### src/rtl/led_uart_tx.sv
// led_uart_tx: captures each byte the CPU presents on its LED port (one byte per
// rising edge of the level-held lr strobe), buffers it in a small FIFO and
// serialises it as 8N1 UART on tx. There is no back-pressure: a byte that
// arrives while the FIFO is full is dropped and the sticky overflow flag is set.
//
// Handshake: the CPU side has no valid/ready pair. A byte is offered exactly on
// the cycle where lr is high and was low the cycle before; it is accepted if the
// FIFO has room or if the transmitter pops an entry in that same cycle.
module led_uart_tx #(
   parameter int CLKS_PER_BIT = 16,
   parameter int FIFO_DEPTH   = 8,
   parameter int FIFO_AW      = 3
) (
   input  logic               clk,
   input  logic               rst,
   input  logic [7:0]         leds,
   input  logic               lr,
   output logic               tx,
   output logic               busy,
   output logic [FIFO_AW:0]   fifo_count,
   output logic               overflow
);

   localparam int                BC_W     = (CLKS_PER_BIT > 1) ? $clog2(CLKS_PER_BIT) : 1;
   localparam logic [BC_W-1:0]   BC_LAST  = BC_W'(CLKS_PER_BIT - 1);
   localparam logic [FIFO_AW:0]  CNT_FULL = (FIFO_AW + 1)'(FIFO_DEPTH);

   typedef enum logic [1:0] {
      S_IDLE  = 2'd0,
      S_START = 2'd1,
      S_DATA  = 2'd2,
      S_STOP  = 2'd3
   } state_t;

   // Capture and FIFO storage
   logic                 r_lr_q;
   logic [7:0]           r_mem [FIFO_DEPTH];
   logic [FIFO_AW-1:0]   r_wr_ptr;
   logic [FIFO_AW-1:0]   r_rd_ptr;
   logic [FIFO_AW:0]     r_count;
   logic                 r_overflow;

   // Transmitter
   state_t               r_state;
   logic [BC_W-1:0]      r_bc;
   logic [2:0]           r_bi;
   logic [7:0]           r_shreg;
   logic                 r_tx;

   // Combinational signals
   logic                 w_push;
   logic                 w_push_ok;
   logic                 w_full;
   logic                 w_empty;
   logic                 w_pop;
   logic                 w_bc_end;
   state_t               w_state_nx;
   logic [BC_W-1:0]      w_bc_nx;
   logic [2:0]           w_bi_nx;
   logic [7:0]           w_shreg_nx;
   logic                 w_tx_nx;

   assign w_push    = lr & ~r_lr_q;
   assign w_full    = (r_count == CNT_FULL);
   assign w_empty   = (r_count == '0);
   // A pop in the same cycle frees a slot, so a full FIFO can still accept.
   assign w_push_ok = w_push & (~w_full | w_pop);
   assign w_bc_end  = (r_bc == BC_LAST);

   // Strobe edge detector, FIFO pointers, occupancy count and sticky overflow
   always_ff @(posedge clk) begin
      if (rst) begin
         r_lr_q     <= 1'b0;
         r_wr_ptr   <= '0;
         r_rd_ptr   <= '0;
         r_count    <= '0;
         r_overflow <= 1'b0;
      end else begin
         r_lr_q <= lr;
         if (w_push_ok) r_wr_ptr <= r_wr_ptr + 1'b1;
         if (w_pop)     r_rd_ptr <= r_rd_ptr + 1'b1;
         case ({w_push_ok, w_pop})
            2'b10:   r_count <= r_count + 1'b1;
            2'b01:   r_count <= r_count - 1'b1;
            default: r_count <= r_count;
         endcase
         if (w_push & w_full & ~w_pop) r_overflow <= 1'b1;
      end
   end

   // FIFO data array; contents need no reset since count gates every read
   always_ff @(posedge clk) begin
      if (w_push_ok) r_mem[r_wr_ptr] <= leds;
   end

   // Transmitter next-state, pop request and next tx level from the current state
   always_comb begin
      w_state_nx = r_state;
      w_bc_nx    = r_bc;
      w_bi_nx    = r_bi;
      w_shreg_nx = r_shreg;
      w_pop      = 1'b0;
      w_tx_nx    = 1'b1;
      case (r_state)
         S_IDLE: begin
            w_tx_nx = 1'b1;
            if (!w_empty) begin
               w_pop      = 1'b1;
               w_shreg_nx = r_mem[r_rd_ptr];
               w_bc_nx    = '0;
               w_state_nx = S_START;
            end
         end
         S_START: begin
            w_tx_nx = 1'b0;
            if (w_bc_end) begin
               w_bc_nx    = '0;
               w_bi_nx    = 3'd0;
               w_state_nx = S_DATA;
            end else begin
               w_bc_nx = r_bc + 1'b1;
            end
         end
         S_DATA: begin
            w_tx_nx = r_shreg[0];
            if (w_bc_end) begin
               w_bc_nx    = '0;
               w_shreg_nx = {1'b0, r_shreg[7:1]};
               if (r_bi == 3'd7) begin
                  w_state_nx = S_STOP;
               end else begin
                  w_bi_nx = r_bi + 3'd1;
               end
            end else begin
               w_bc_nx = r_bc + 1'b1;
            end
         end
         S_STOP: begin
            w_tx_nx = 1'b1;
            if (w_bc_end) begin
               w_bc_nx = '0;
               // Chain straight into the next start bit when data is waiting.
               if (!w_empty) begin
                  w_pop      = 1'b1;
                  w_shreg_nx = r_mem[r_rd_ptr];
                  w_state_nx = S_START;
               end else begin
                  w_state_nx = S_IDLE;
               end
            end else begin
               w_bc_nx = r_bc + 1'b1;
            end
         end
         default: begin
            w_tx_nx    = 1'b1;
            w_bc_nx    = '0;
            w_bi_nx    = 3'd0;
            w_state_nx = S_IDLE;
         end
      endcase
   end

   // Transmitter state register; tx is registered so the line never glitches
   always_ff @(posedge clk) begin
      if (rst) begin
         r_state <= S_IDLE;
         r_bc    <= '0;
         r_bi    <= 3'd0;
         r_shreg <= 8'd0;
         r_tx    <= 1'b1;
      end else begin
         r_state <= w_state_nx;
         r_bc    <= w_bc_nx;
         r_bi    <= w_bi_nx;
         r_shreg <= w_shreg_nx;
         r_tx    <= w_tx_nx;
      end
   end

   assign tx         = r_tx;
   assign busy       = (r_state != S_IDLE) | (r_count != '0);
   assign fifo_count = r_count;
   assign overflow   = r_overflow;

endmodule

### config.mk
export PLATFORM = sky130hd
export DESIGN_NAME = led_uart_tx
export DESIGN_NICKNAME = d
export VERILOG_FILES = /design/src/rtl/led_uart_tx.sv
export SDC_FILE = /design/constraint.sdc
export NUM_CORES = 1
export LEC_CHECK = 0
export CORE_MARGIN = 2
export CORE_UTILIZATION = 64
export CTS_CLUSTER_SIZE = 20
export DETAILED_ROUTE_END_ITERATION = 10
export HOLD_SLACK_MARGIN = 0.15
export MAX_ROUTING_LAYER = met4
export PLACE_DENSITY_LB_ADDON = 0.15
export SYNTH_ARGS = -nofsm -noshare
export SYNTH_HDL_FRONTEND = slang
export SYNTH_SLANG_ARGS = --single-unit
### constraint.sdc
create_clock -name clk -period 6 [get_ports clk]
set_input_delay 0.6 -clock clk [delete_from_list [all_inputs] [get_ports clk]]
set_output_delay 0.6 -clock clk [all_outputs]
set_load 0.02 [all_outputs]
==> results of run 1 <==
[flip-flops by register name, indices dropped and copies added (netlist names), named ones only]
name	count
r_bi	3
fifo_count	4
tx	1
r_mem	64
r_rd_ptr	3
r_shreg	8
r_wr_ptr	3
overflow	1
r_lr_q	1
r_bc	4
r_state	2
[Yosys cell counts, types with 4 or more instances]
master | count | area share [%]
mux2i_1 | 11 | 2.7
nor3_1 | 6 | 0.73
xor2_1 | 4 | 0.85
nor2b_1 | 5 | 0.76
nor2_1 | 31 | 2.8
a221o_1 | 7 | 1.7
nor4_1 | 4 | 0.61
buf_2 | 4 | 0.49
clkbuf_1 | 5 | 0.46
dfxtp_1 | 33 | 16
a21oi_1 | 7 | 0.85
mux4_2 | 16 | 8.8
nand2_1 | 10 | 0.91
o21ai_0 | 6 | 0.73
ha_1 | 11 | 3.4
edfxtp_1 | 64 | 47
[where the power goes]
group	internal [mW]	switching (mW)	leakage, nW
logic	0.283	0.312	0.541
registers	0.776	0.0931	0.849
clock network	0.240	0.224	0.110
total	1.30	0.629	1.50
[final timing paths]
kind / from / endpoint / slack [ps]
hold / removal: r_shreg[7] / r_shreg[7] / 480
setup reg to reg: r_state[1] / fifo_count[2] / 3060
hold reg to reg: r_shreg[7] / r_shreg[7] / 480
setup / recovery: lr / r_mem[2][0] / 2980
[per-layer routing]
metal / routed length [um] / track usage [%] / vias up / share of wire (%)
li1: - / - / 1102 / -
met1: 3240 / 31.4 / 1134 / 47
met2: 3270 / 31.9 / 50 / 48
met3: 299 / 6.73 / 6 / 4.3
met4: 70 / 5.87 / 0 / 1.0
met5: 0 / - / - / 0
[layout make-up]
| cell class | instances | share of cell area [%] |
|---|---|---|
| clock inverter | 6 | 2.18 |
| inverter | 4 | 0.387 |
| sequential | 97 | 57.1 |
| timing repair buffer | 19 | 4.09 |
| clock buffer | 9 | 2.74 |
| multi-input combinational | 163 | 31.4 |
| tap | 77 | 2.13 |
[cells by family after synthesis]
kind of cell	count (synthesis)
flip-flops	97
AND/OR/NAND/NOR	78
AO/OA/AOI/OAI	38
multiplexers	29
buffers and inverters	18
adder cells (fa/ha/maj)	11
XOR/XNOR	7
[worst register-to-register path: stages, from the launching register on]
cell	delay (ps)
dfxtp_1	420
inv_1	120
ha_1	210
a41oi_1	370
or2_1	280
nor3_1	80
xor2_1	180
ha_1	200
or4_1	490
nor2_1	100
a31oi_1	50
mux2_1	340
[per-stage QoR]
step / std cells / setup WS [ps] / total power, mW / utilization, % / cell area [um^2]
after detailed placement: 360 / 2570 / 1.48 / 68.5 / 4300
after global placement: 360 / 2750 / 1.47 / 68.5 / 4300
after CTS: 375 / 2970 / 1.94 / 72.1 / 4530
after floorplan: 278 / 3370 / 1.36 / - / 4110
after global routing: 375 / 2750 / 2.04 / 72.1 / 4530
final: 375 / 2980 / 1.93 / 72.1 / 4530
==> reports/metrics.yaml, run 1 <==
drt:
  viasPerCell: 6.11
  via_count: 2292
  drt_iter0_drc: 140
  ant_nets: 0
  wl_per_cell_um: 18.4
  drt-total-wl_mm: 6.88
  drt_drc_violations_left: 0
  drt-pass1-iter-count: 4
cts:
  cts.path.max_buffers: 2
  clkTransAtPathRegs_ps: 90
  post_cts_resized: 0
  postCtsHoldBufs: 0
  post_cts_buffers: 0
  cts_max_level: 3
  root_buffer: "clkbuf_8"
  clkSinkCount: 97
  cts_buffers: 9
  clk_latency_ps: 360
  cts_tree: "yes"
worst_setup_path:
  crit_cells: 4
  crit_family: "simple AND/OR/NAND/NOR gates"
  critPathArrivalTime_ps: 3000
  worstPathBufferInverterCount: 1
  cp_slowest_cell: "nor3_1"
  crit_path_cell_trace: "clkdlybuf4s50_1 > nor2b_1 > o211ai_1 > nor3_1"
  critPathMaxFanout: 12
  crit_path_max_incr_delay_ps: 930
  crit_type: "in -> reg"
  rr_worst_depth: 11
  worstPathRequired_ps: 5980
  end_kind: "flip-flop"
  cp-start-kind: "input pin"
final_layout:
  drive_gt1_share_pct: 16.8
  layout_commonest_cell: "edfxtp_1"
  fin_nets: 316
  multiInputGateArea_um2: 1420
  fill_cells: 411
  regArea_um2: 2580
  area_growth_pct: 10.2
  layout_common_cells: "edfxtp_1 (64), dfxtp_1 (33), nor2_1 (31), clkdlybuf4s50_1 (17), mux4_2 (16)"
  diodes: 0
floorplan:
  core_um2: 6280
  rows: 29
  die_x_um: 84.1
  initial_core_util_pct: 65.4
  die_h_um: 84.1
  io_pins: 18
  dieArea_um2: 7070
grt:
  grt_max_degree: 28
  antenna_found_initial: 0
  grt_pass1_wl_mm: 11.5
  grt_pass1_vias: 2208
  grt_use_total_pct: 22.2
  overflow: 0
logic_synthesis:
  yosysSeqAreaShare_pct: 62.9
  synth-compound-area-share_pct: 7.16
  syn_area_um2: 4110
  synth_xor_area_share_pct: 1.49
  synth-edff-count: 64
  ys_ff_latch: 97
  synth.yosys.warnings: 0
  synth_top_family_by_area: "multiplexers"
  synth_simple_gate_area_share_pct: 10.6
  synthMuxAreaShare_pct: 12.0
  synthArstFlopShare_pct: 0
  syn_avg_cell_area_um2: 14.8
  syn-instance-count: 278
  synth_top_flop_cell: "edfxtp_1"
  yosysUniqueCellTypes: 52
  synth_fa_ha_area_share_pct: 3.35
  synth_fp_nets: 300
worst_hold_path:
  worstHoldPathType: "reg -> reg"
  min_path_cells: 1
placed_design:
  place_congestion: 0.832
  port_buffers: 17
  hpwl_mm: 4.77
sta:
  hold_violations: 0
  drv_slew: 0
  relSlewSlack_pct: 18.6
  fmax_mhz: 331
  tns_ps: 0
  period_share_pct: 50.4
  rsz0062_at_grt: "false"
  worst_pin_slew_ps: 1210
  fin_hold_ws_ps: 477
  finalSetupViolations: 0
  fin_crit_ps: 3020
  finClkSkew_ps: 14.1
power:
  p_leak_nw: 1.50
  powerDensity_nw_per_um2: 426
  ir_drop_uv: 291
outcome:
  status: "finished clean"
flow_run:
  maxCapViolCount: 0
(Power assumes the default switching activity.)
==> run 2: changes to the inputs <==
CORE_UTILIZATION = 60   (was 64)
clock period = 2.8 ns   (was 6 ns; I/O delays follow)
==> run 2 against run 1 <==
  * Die area grew 6.3%
  * Via count rose by 1.4%
  * Design area increased by 2.3%
  * Non-clock buffer count grew 14
  * Hold slack improved by 6.6 ps
  * Wire length decreased by 4.1%
  * Critical path depth up 6
  * Clock-buffer cell count stayed put
  * Register-to-register slack worse by 2900 ps
  * Combinational power up 140%
==> reports/metrics.yaml, run 2 (same netlist as run 1, synthesis figures left out) <==
power:
  powerDensity_nw_per_um2: 895  # +110%
  power.total_mw: 4.14  # +120%
  ir_drop_uv: 457  # +57%
  p_leak_nw: 1.56  # +4.2%
grt:
  grt_use_total_pct: 20.4  # -1.8 points
  antenna_found_initial: 0  # unchanged
  overflow: 0  # unchanged
  grt_pass1_vias: 2268  # +2.7%
  grt_max_degree: 24  # -14%
  grt_pass1_wl_mm: 11.0  # -4.6%
final_layout:
  fin_nets: 330  # +4.4%
  layout_common_cells: "edfxtp_1 (64), dfxtp_1 (33), nor2_1 (31), clkdlybuf4s50_1 (17)"
  regArea_um2: 2580  # unchanged
  drive_gt1_share_pct: 21.4  # +4.6 points
  top_regs: "r_mem (64), r_shreg (8)"
  largest-register: "r_mem"
  diodes: 0  # unchanged
  multiInputGateArea_um2: 1430  # +0.62%
  fill_cells: 476  # +16%
  layout_commonest_cell: "edfxtp_1"
  largest_reg_flops: 64  # unchanged
  area_growth_pct: 12.8
drt:
  drt_iter0_drc: 196  # +40%
  wl_per_cell_um: 16.8  # -8.4%
  drt_drc_violations_left: 0  # unchanged
  drt-pass1-iter-count: 4  # unchanged
  via_count: 2323  # +1.4%
  drt-total-wl_mm: 6.61  # -4.1%
  ant_nets: 0  # unchanged
  viasPerCell: 5.91  # -3.3%
sta:
  relSlewSlack_pct: 58.1  # +40 points
  period_share_pct: 93.2
  finalSetupViolations: 0  # unchanged
  worst_pin_slew_ps: 626  # -586 ps
  hold_violations: 0  # unchanged
  finClkSkew_ps: 9.66  # -4.41 ps
  fmax_mhz: 383
  drv_slew: 0  # unchanged
  rsz0062_at_grt: "false"
  tns_ps: 0  # unchanged
  fin_crit_ps: 2610
worst_setup_path:
  worstPathRequired_ps: 3050  # -2930 ps
  crit_type: "reg -> reg"
  end_kind: "flip-flop"
  reg2reg_from: "r_state[1]"
  cp-start-kind: "flip-flop"
  critPathArrivalTime_ps: 2860  # -140 ps
  reg2reg_to: "fifo_count[2]"
  r2r_slack_ps: 190  # -2870 ps
  critPathMaxFanout: 5  # -7
  rr_worst_depth: 10  # -1
cts:
  root_buffer: "clkbuf_8"
  clk_latency_ps: 360  # about the same
  cts_max_level: 3  # unchanged
  clkSinkCount: 97  # unchanged
  cts_tree: "yes"
  cts_buffers: 9  # unchanged
  post_cts_buffers: 0  # unchanged
  clkTransAtPathRegs_ps: 90  # about the same
  cts.path.max_buffers: 2  # unchanged
worst_hold_path:
  min_from: "lr"
  min_path_cells: 2  # +1
  worstHoldPathType: "in -> reg"
  hold_path_end: "r_lr_q"
placed_design:
  port_buffers: 17  # unchanged
  hpwl_mm: 4.49  # -5.7%
  place_congestion: 0.734  # -12%
floorplan:
  dieArea_um2: 7520  # +6.3%
  io_pins: 18  # unchanged
  initial_core_util_pct: 61.1  # -4.3 points
  die_h_um: 86.7  # +3.1%
  die_x_um: 86.7  # +3.1%
  core_um2: 6720  # +7.0%
  rows: 30  # +3.4%
outcome:
  status: "finished clean"
flow_run:
  maxCapViolCount: 0  # unchanged
run 2: cell count changes in the layout (fill, tap and decap cells not counted):
cell	change
bufinv_16	-1
nor4_1	-1
clkinvlp_4	+1
inv_6	+1
buf_4	+14
nor4_2	+1
ha_2	+1
ha_1	-1
run 2: how the worst max path moves through the flow:
stage                          to        from  cells past startpoint  slack [ps]
finish              fifo_count[2]  r_state[1]                     10         190
global route        fifo_count[2]     r_bc[0]                     10          20
detailed placement  fifo_count[2]  r_state[1]                     10         180
global placement    fifo_count[2]  r_state[1]                     10         250
floorplan           fifo_count[2]  r_state[0]                     11         170
CTS                 fifo_count[2]  r_state[1]                     10         160
run 2: metrics by stage:
stage / setup slack (ps) / cell area, um^2 / cells / hold WS [ps] / util (%)
after global routing: 23.0 / 4630 / 393 / 511 / 68.9
after floorplan: 168 / 4110 / 278 / 379 / -
final: 191 / 4630 / 393 / 483 / 68.9
after global placement: 252 / 4420 / 377 / 457 / 65.8
after CTS: 160 / 4630 / 393 / 468 / 68.9
after detailed placement: 180 / 4420 / 377 / 468 / 65.8
run 2: critical path: stages, from the launching register on:
cell and delay, ps:
dfxtp_1 420, ha_2 250, a41oi_1 150, or2_1 250
nor3_1 180, xor2_1 100, ha_1 200, or4_1 500
nor2_1 90, a31oi_1 50, mux2_1 310
run 2: what timing repair did:
action,4_1_cts,5_1_grt
hold buffers,0,0
endpoints found under the setup margin,0,1
resized for setup,0,1
run 2: area by class of cell:
cell class	count	share of cell area, %
Clock buffer	9	2.68
Clock inverter	7	1.84
Inverter	4	0.378
Multi-Input combinational cell	163	30.9
Sequential cell	97	55.8
Tap cell	80	2.16
Timing Repair Buffer	33	6.27
run 2: metal layers:
metal / vias up / global-route usage, % / routed length, um
met5: - / - / 0
met3: 13 / 4.86 / 200
met4: 0 / 6.82 / 114
met1: 1136 / 26.3 / 3000
li1: 1136 / - / -
met2: 38 / 32.1 / 3290
run 2: where the power goes:
group          leakage, nW  total (mW)  internal, mW  switching (mW)
registers            0.849        1.80          1.66           0.138
logic                0.613        1.42         0.681           0.741
clock network        0.100       0.922         0.431           0.491
